File: src/rtl/mem_port_arbiter_if.sv
`default_nettype none
// ============================================================================
// Module   : mem_port_arbiter_if
// Brief    : Requester-side and memory-side bundle for mem_port_arbiter.
// Revision : 1.0 - initial release
// ============================================================================
interface mem_port_arbiter_if #(
    parameter int NCH = 3,
    parameter int AW  = 25,
    parameter int DW  = 8
);
    logic [NCH-1:0]    req;
    logic [NCH-1:0]    we;
    logic [NCH*AW-1:0] addr;
    logic [NCH*DW-1:0] wdata;
    logic [NCH-1:0]    ack;
    logic [DW-1:0]     rdata;
    logic [NCH-1:0]    grant;
    logic [AW-1:0]     mem_addr;
    logic [DW-1:0]     mem_din;
    logic              mem_we;
    logic              mem_re;
    logic [DW-1:0]     mem_dout;

    // master is the environment: the requesters plus the memory returning mem_dout
    modport master (
        output req, we, addr, wdata, mem_dout,
        input  ack, rdata, grant, mem_addr, mem_din, mem_we, mem_re
    );

    modport slave (
        input  req, we, addr, wdata, mem_dout,
        output ack, rdata, grant, mem_addr, mem_din, mem_we, mem_re
    );
endinterface
`default_nettype wire

File: src/rtl/mem_port_arbiter.sv
`default_nettype none
// ============================================================================
// Module   : mem_port_arbiter
// Brief    : N-channel request/ack arbiter onto one single-port memory.
//            Define MEM_ARB_RR_EN for round-robin; otherwise fixed priority.
// Revision : 1.0 - initial release
// ============================================================================
module mem_port_arbiter #(
    parameter int NCH    = 3,
    parameter int AW     = 25,
    parameter int DW     = 8,
    parameter int RD_LAT = 1
) (
    input  wire logic         F14Mx2,
    input  wire logic         reset,
    mem_port_arbiter_if.slave bus
);
    localparam int                 c_idx_w    = (NCH > 1) ? $clog2(NCH) : 1;
    localparam logic [1:0]         c_cnt_init = 2'(RD_LAT - 1);
    localparam logic [c_idx_w-1:0] c_last     = c_idx_w'(NCH - 1);
    localparam logic [c_idx_w-1:0] c_one      = c_idx_w'(1);

    typedef enum logic [1:0] {
        S_IDLE  = 2'd0,
        S_ISSUE = 2'd1,
        S_WAIT  = 2'd2,
        S_DONE  = 2'd3
    } state_t;

    state_t             r_state;
    state_t             w_next_state;
    logic [c_idx_w-1:0] r_win;
    logic [c_idx_w-1:0] w_win;
    logic               w_found;
    logic               r_we;
    logic               w_we_sel;
    logic [1:0]         r_cnt;
    logic [AW-1:0]      r_mem_addr;
    logic [AW-1:0]      w_addr;
    logic [DW-1:0]      r_mem_din;
    logic [DW-1:0]      w_wdata;
    logic [DW-1:0]      r_rdata;
    logic [NCH-1:0]     w_win_oh;

`ifdef MEM_ARB_RR_EN
    localparam logic [c_idx_w:0] c_nch = (c_idx_w + 1)'(NCH);

    logic [c_idx_w-1:0] r_ptr;
    logic [NCH-1:0]     w_rot;
    logic [c_idx_w-1:0] w_off;
    logic [c_idx_w:0]   w_sum;
    logic [c_idx_w:0]   w_wrap;

    // Rotate requests so the pointer position lands at bit 0, then pick the lowest
    always_comb begin
        w_found = 1'b0;
        w_off   = '0;
        w_rot   = NCH'({bus.req, bus.req} >> r_ptr);
        for (int k = NCH - 1; k >= 0; k--) begin
            if (w_rot[k]) begin
                w_found = 1'b1;
                w_off   = c_idx_w'(k);
            end
        end
        w_sum  = {1'b0, r_ptr} + {1'b0, w_off};
        w_wrap = w_sum - c_nch;
        w_win  = (w_sum >= c_nch) ? w_wrap[c_idx_w-1:0] : w_sum[c_idx_w-1:0];
    end

    always_ff @(posedge F14Mx2 or posedge reset) begin
        if (reset) begin
            r_ptr <= '0;
        end else if (r_state == S_DONE) begin
            r_ptr <= (r_win == c_last) ? '0 : r_win + c_one;
        end
    end
`else
    always_comb begin
        w_found = 1'b0;
        w_win   = '0;
        for (int k = NCH - 1; k >= 0; k--) begin
            if (bus.req[k]) begin
                w_found = 1'b1;
                w_win   = c_idx_w'(k);
            end
        end
    end
`endif

    always_comb begin
        w_addr   = '0;
        w_wdata  = '0;
        w_we_sel = 1'b0;
        w_win_oh = '0;
        for (int k = 0; k < NCH; k++) begin
            if (w_win == c_idx_w'(k)) begin
                w_addr   = bus.addr[k*AW +: AW];
                w_wdata  = bus.wdata[k*DW +: DW];
                w_we_sel = bus.we[k];
            end
            w_win_oh[k] = (r_win == c_idx_w'(k));
        end
    end

    always_ff @(posedge F14Mx2 or posedge reset) begin
        if (reset) begin
            r_state <= S_IDLE;
        end else begin
            r_state <= w_next_state;
        end
    end

    always_comb begin
        w_next_state = r_state;
        bus.ack      = '0;
        bus.grant    = '0;
        bus.mem_we   = 1'b0;
        bus.mem_re   = 1'b0;
        case (r_state)
            S_IDLE: begin
                if (w_found) begin
                    w_next_state = S_ISSUE;
                end
            end
            S_ISSUE: begin
                bus.grant    = w_win_oh;
                bus.mem_we   = r_we;
                bus.mem_re   = !r_we;
                w_next_state = r_we ? S_DONE : S_WAIT;
            end
            S_WAIT: begin
                bus.grant = w_win_oh;
                if (r_cnt == 2'd0) begin
                    w_next_state = S_DONE;
                end
            end
            S_DONE: begin
                bus.grant    = w_win_oh;
                bus.ack      = w_win_oh;
                w_next_state = S_IDLE;
            end
            default: w_next_state = S_IDLE;
        endcase
    end

    // Transaction fields are latched only when leaving IDLE, so req changes later are ignored
    always_ff @(posedge F14Mx2 or posedge reset) begin
        if (reset) begin
            r_win      <= '0;
            r_we       <= 1'b0;
            r_cnt      <= 2'd0;
            r_mem_addr <= '0;
            r_mem_din  <= '0;
            r_rdata    <= '0;
        end else begin
            case (r_state)
                S_IDLE: begin
                    if (w_found) begin
                        r_win      <= w_win;
                        r_we       <= w_we_sel;
                        r_mem_addr <= w_addr;
                        r_mem_din  <= w_wdata;
                    end
                end
                S_ISSUE: r_cnt <= c_cnt_init;
                S_WAIT: begin
                    if (r_cnt == 2'd0) begin
                        r_rdata <= bus.mem_dout;
                    end else begin
                        r_cnt <= r_cnt - 2'd1;
                    end
                end
                default: ;
            endcase
        end
    end

    assign bus.mem_addr = r_mem_addr;
    assign bus.mem_din  = r_mem_din;
    assign bus.rdata    = r_rdata;
endmodule
`default_nettype wire

File: src/flat_wrapper.sv
// flat-port wrapper written by rule: the top's interface ports become plain ports
module mem_port_arbiter_flat 
#(
    parameter int NCH    = 3,
    parameter int AW     = 25,
    parameter int DW     = 8,
    parameter int RD_LAT = 1
)
  (F14Mx2, reset, bus_req, bus_we, bus_addr, bus_wdata, bus_mem_dout, bus_ack, bus_rdata, bus_grant, bus_mem_addr, bus_mem_din, bus_mem_we, bus_mem_re);
  mem_port_arbiter_if #(.NCH(NCH), .AW(AW), .DW(DW)) bus_i ();
  input  wire logic F14Mx2;
  input  wire logic reset;
  input wire logic [$bits(bus_i.req)-1:0] bus_req;
  input wire logic [$bits(bus_i.we)-1:0] bus_we;
  input wire logic [$bits(bus_i.addr)-1:0] bus_addr;
  input wire logic [$bits(bus_i.wdata)-1:0] bus_wdata;
  input wire logic [$bits(bus_i.mem_dout)-1:0] bus_mem_dout;
  output wire logic [$bits(bus_i.ack)-1:0] bus_ack;
  output wire logic [$bits(bus_i.rdata)-1:0] bus_rdata;
  output wire logic [$bits(bus_i.grant)-1:0] bus_grant;
  output wire logic [$bits(bus_i.mem_addr)-1:0] bus_mem_addr;
  output wire logic [$bits(bus_i.mem_din)-1:0] bus_mem_din;
  output wire logic [$bits(bus_i.mem_we)-1:0] bus_mem_we;
  output wire logic [$bits(bus_i.mem_re)-1:0] bus_mem_re;
  assign bus_i.req = bus_req;
  assign bus_i.we = bus_we;
  assign bus_i.addr = bus_addr;
  assign bus_i.wdata = bus_wdata;
  assign bus_i.mem_dout = bus_mem_dout;
  assign bus_ack = bus_i.ack;
  assign bus_rdata = bus_i.rdata;
  assign bus_grant = bus_i.grant;
  assign bus_mem_addr = bus_i.mem_addr;
  assign bus_mem_din = bus_i.mem_din;
  assign bus_mem_we = bus_i.mem_we;
  assign bus_mem_re = bus_i.mem_re;
  mem_port_arbiter #(.NCH(NCH), .AW(AW), .DW(DW), .RD_LAT(RD_LAT)) u_core (.F14Mx2(F14Mx2), .reset(reset), .bus(bus_i));
endmodule
File: config.mk
export PLATFORM = sky130hd
export DESIGN_NAME = mem_port_arbiter_flat
export DESIGN_NICKNAME = d
export VERILOG_FILES = /design/src/rtl/mem_port_arbiter_if.sv /design/src/rtl/mem_port_arbiter.sv /design/src/flat_wrapper.sv
export SDC_FILE = /design/constraint.sdc
export NUM_CORES = 1
export LEC_CHECK = 0
export ABC_AREA = 1
export BUFFER_PORTS_ARGS = -buffer_cell sky130_fd_sc_hd__buf_4
export CORE_MARGIN = 3
export CORE_UTILIZATION = 33
export DETAILED_ROUTE_END_ITERATION = 12
export GPL_TIMING_DRIVEN = 0
export PLACE_DENSITY = 0.69
export SLEW_MARGIN = 10
export SYNTH_ARGS = -nofsm -noshare
export SYNTH_HDL_FRONTEND = slang
export SYNTH_SLANG_ARGS = --single-unit
File: constraint.sdc
create_clock -name F14Mx2 -period 1.5 [get_ports F14Mx2]
set_input_delay 0.3 -clock F14Mx2 [delete_from_list [all_inputs] [get_ports F14Mx2]]
set_output_delay 0.3 -clock F14Mx2 [all_outputs]
set_load 0.005 [all_outputs]
==> impl_metrics.ini <==
[status]
status = finished, violations left
violations = hold timing, setup timing

[synthesis]
synth_adder_area_share = 0.0258
ys_seq_elements = 48
synth_simple_gate_area_frac = 0.444
synth_xor_area_frac = 0
syn_area_sq_mm = 0.00291
yosys_warnings = 0
synthMuxAreaShare = 0.0310
synth_seq_area_share = 0.413
synth_cell_type_count = 17
synth_top_family_by_area = simple AND/OR/NAND/NOR gates
synthCells = 381
synth_compound_area_frac = 0.00861
syn_area_per_cell_sq_um = 7.63
syn_nets = 502

[sta]
clock_skew_ps = 8.34
hold_viol = 13
holdWs_ps = -9.41
final-setup-viol-count = 9
grt_setup_unrepaired = yes
min_period_ps = 1590
slew_headroom = 0.668
maxSlewViolCount = 0
fin_ws_ps = -89.0
period_share = 1.06
worst_slew_pin_slew_ps = 498
max_freq_mhz = 629

[floorplan]
die_h_microns = 99.9
rows = 33
dieArea_sq_mm = 0.00997
core_area_sq_mm = 0.00838
die_w_microns = 99.9
start_util = 0.347
pin_count = 164

[clock_tree]
cts_made_buffers = 5
root_buffer = clkbuf_8
cts_tree = built
worstSkewPairLatency_ps = 310
clk_path_buf_depth = 2
cts_sinks = 48
clkSlewWorstSetupHoldPaths_ps = 100
htreeDepth = 2
cts_hold_buf = 0

[power]
power_leakage_nw = 2.39
p_per_area_mw_per_mm2 = 1480
vdd_drop_max_mv = 0.593
fin_total_pwr_mw = 6.72

[hold_path]
hold_path.class = in2async

[worst_setup_path]
cpLargestDelayFamily = flip-flops
crit_chain = buf_6 > ha_4 > inv_4 > nor3_2 > buf_4
cp.required_ps = 1200
cpPeakStageDelay_ps = 460
rr_worst_depth = 11
critPathMaxFanout = 4
critPathArrivalTime_ps = 1290
cp_num_buf_inv = 3
end_kind = primary output
cp.depth = 5
startpoint_type = flop
cpMaxStageDelayCell = dfrtp_2
critPathKind = reg2out

[drt]
viasPerCell = 4.91
dr.first_iter.drc_count = 119
avgRoutedWirePerCell_microns = 14.9
vias = 3255
route.detailed.drc = 0
drt_wl_total_microns = 9870
final_antenna_net_count = 0
drtPass1Iterations = 4

[place]
pre_cts_slack_ps = -53.9
port-buffer-count = 161
dp.cells = 648
place.gp.congestion = 0.806
dp_hpwl_microns = 7410

[grt]
grt.overflow.total = 0
grt_max_degree = 30
grt_pass1_wl_microns = 15400
grt_usage = 0.194
grt_pass1_vias = 3226
antenna_found_initial = 0

[cells_and_area]
drive_above_1_share = 0.419
finalNonFillerCells = 663
synthToLayoutAreaGrowth_pct = 56.5
final_core_util = 0.543
final_cell_mix = 168 x buf_4, 120 x nand2_1, 99 x nand3_1
nets = 678
diodes = 0
final_common_cell = buf_4

[run]
max_cap_viol_count = 0
## cells in the mapped netlist
cell      count  area share
dfrtp_1      48        0.41
mux2_2        8       0.031
nor2_8        1      0.0069
clkbuf_1      7      0.0090
inv_2         2      0.0026
nand2_1     123        0.16
ha_1          6       0.026
nand3b_1     32       0.083
buf_2        13       0.022
buf_6         5       0.019
o21ai_0       5      0.0086
inv_1        15       0.019
buf_4         2      0.0052
nor2_1        5      0.0065
nand3_1     100        0.17
nand2_2       3      0.0065
nor3_1        6       0.010
## final cells by class
type	instances	area, sq um
fillers	833	3830
multi-input cells	289	1590
repair buffers	169	1300
flip-flops and latches	48	1200
plain buffers	27	174
well taps	105	131
clock buffers	5	68.8
inverters	17	68.8
clock inverters	3	21.3
## path summary, 6_finish.rpt
check	start	endpoint	slack, ps
worst min register to register	u_core.bus.mem_addr[24]	u_core.bus.mem_addr[24]	490
min in group F14Mx2	bus_mem_dout[1]	u_core.bus.rdata[1]	220
worst max-delay path	u_core.r_state[1]	bus_ack[2]	-90
max in group asynchronous	reset	u_core.r_state[1]	990
worst min-delay path	reset	u_core.bus.rdata[1]	-9
worst max register to register	u_core.r_state[0]	u_core.r_state[0]	-10
## through the flow
| step | TNS [ps] | hold slack (ps) | instance area, sq um |
|---|---|---|---|
| after global placement | -32840 | 464 | 4250 |
| final | -370 | -9.41 | 4550 |
| after CTS | -511 | 3.72 | 4510 |
| after detailed placement | -425 | 345 | 4270 |
| after floorplan | 0 | 451 | 2910 |
| after global routing | -843 | 16.7 | 4550 |
## metal layers
layer  vias up  global-route usage  wire length (microns)
met4         0              0.0515                    112
li1       1612                   -                      -
met5         -                   0                      0
met3         8              0.0584                    906
met1      1504               0.230                   3960
met2       131               0.339                   4890
## state kept, by name (all words and copies together) (netlist names)
name	flops
u_core.r_we	1
u_core.bus.mem_addr	25
u_core.r_state	2
u_core.r_cnt	2
u_core.bus.rdata	8
u_core.bus.mem_din	8
u_core.r_win	2
## timing repair
action / in CTS / in global routing
pin swaps: 4 / 2
buffers inserted: 6 / 1
resized for setup: 28 / 10
endpoints found under the setup margin: 18 / 50
gates cloned: 0 / 0
## cell families (layout without fill, tap and decap cells)
| family | count (synthesis) | after routing |
|---|---|---|
| DFF | 48 | 48 |
| and+or+nand+nor | 270 | 270 |
| buffers and inverters | 44 | 221 |
| muxes | 8 | 8 |
| adders and majority gates | 6 | 6 |
| AOI/OAI and AO/OA | 5 | 5 |
## report_power, final
part	switching, mW	internal, mW	total [mW]
combinational	1.64	1.93	3.57
clock	0.468	0.332	0.800
sequential	0.424	1.92	2.35
No activity file was read; power rests on OpenSTA's default activity.
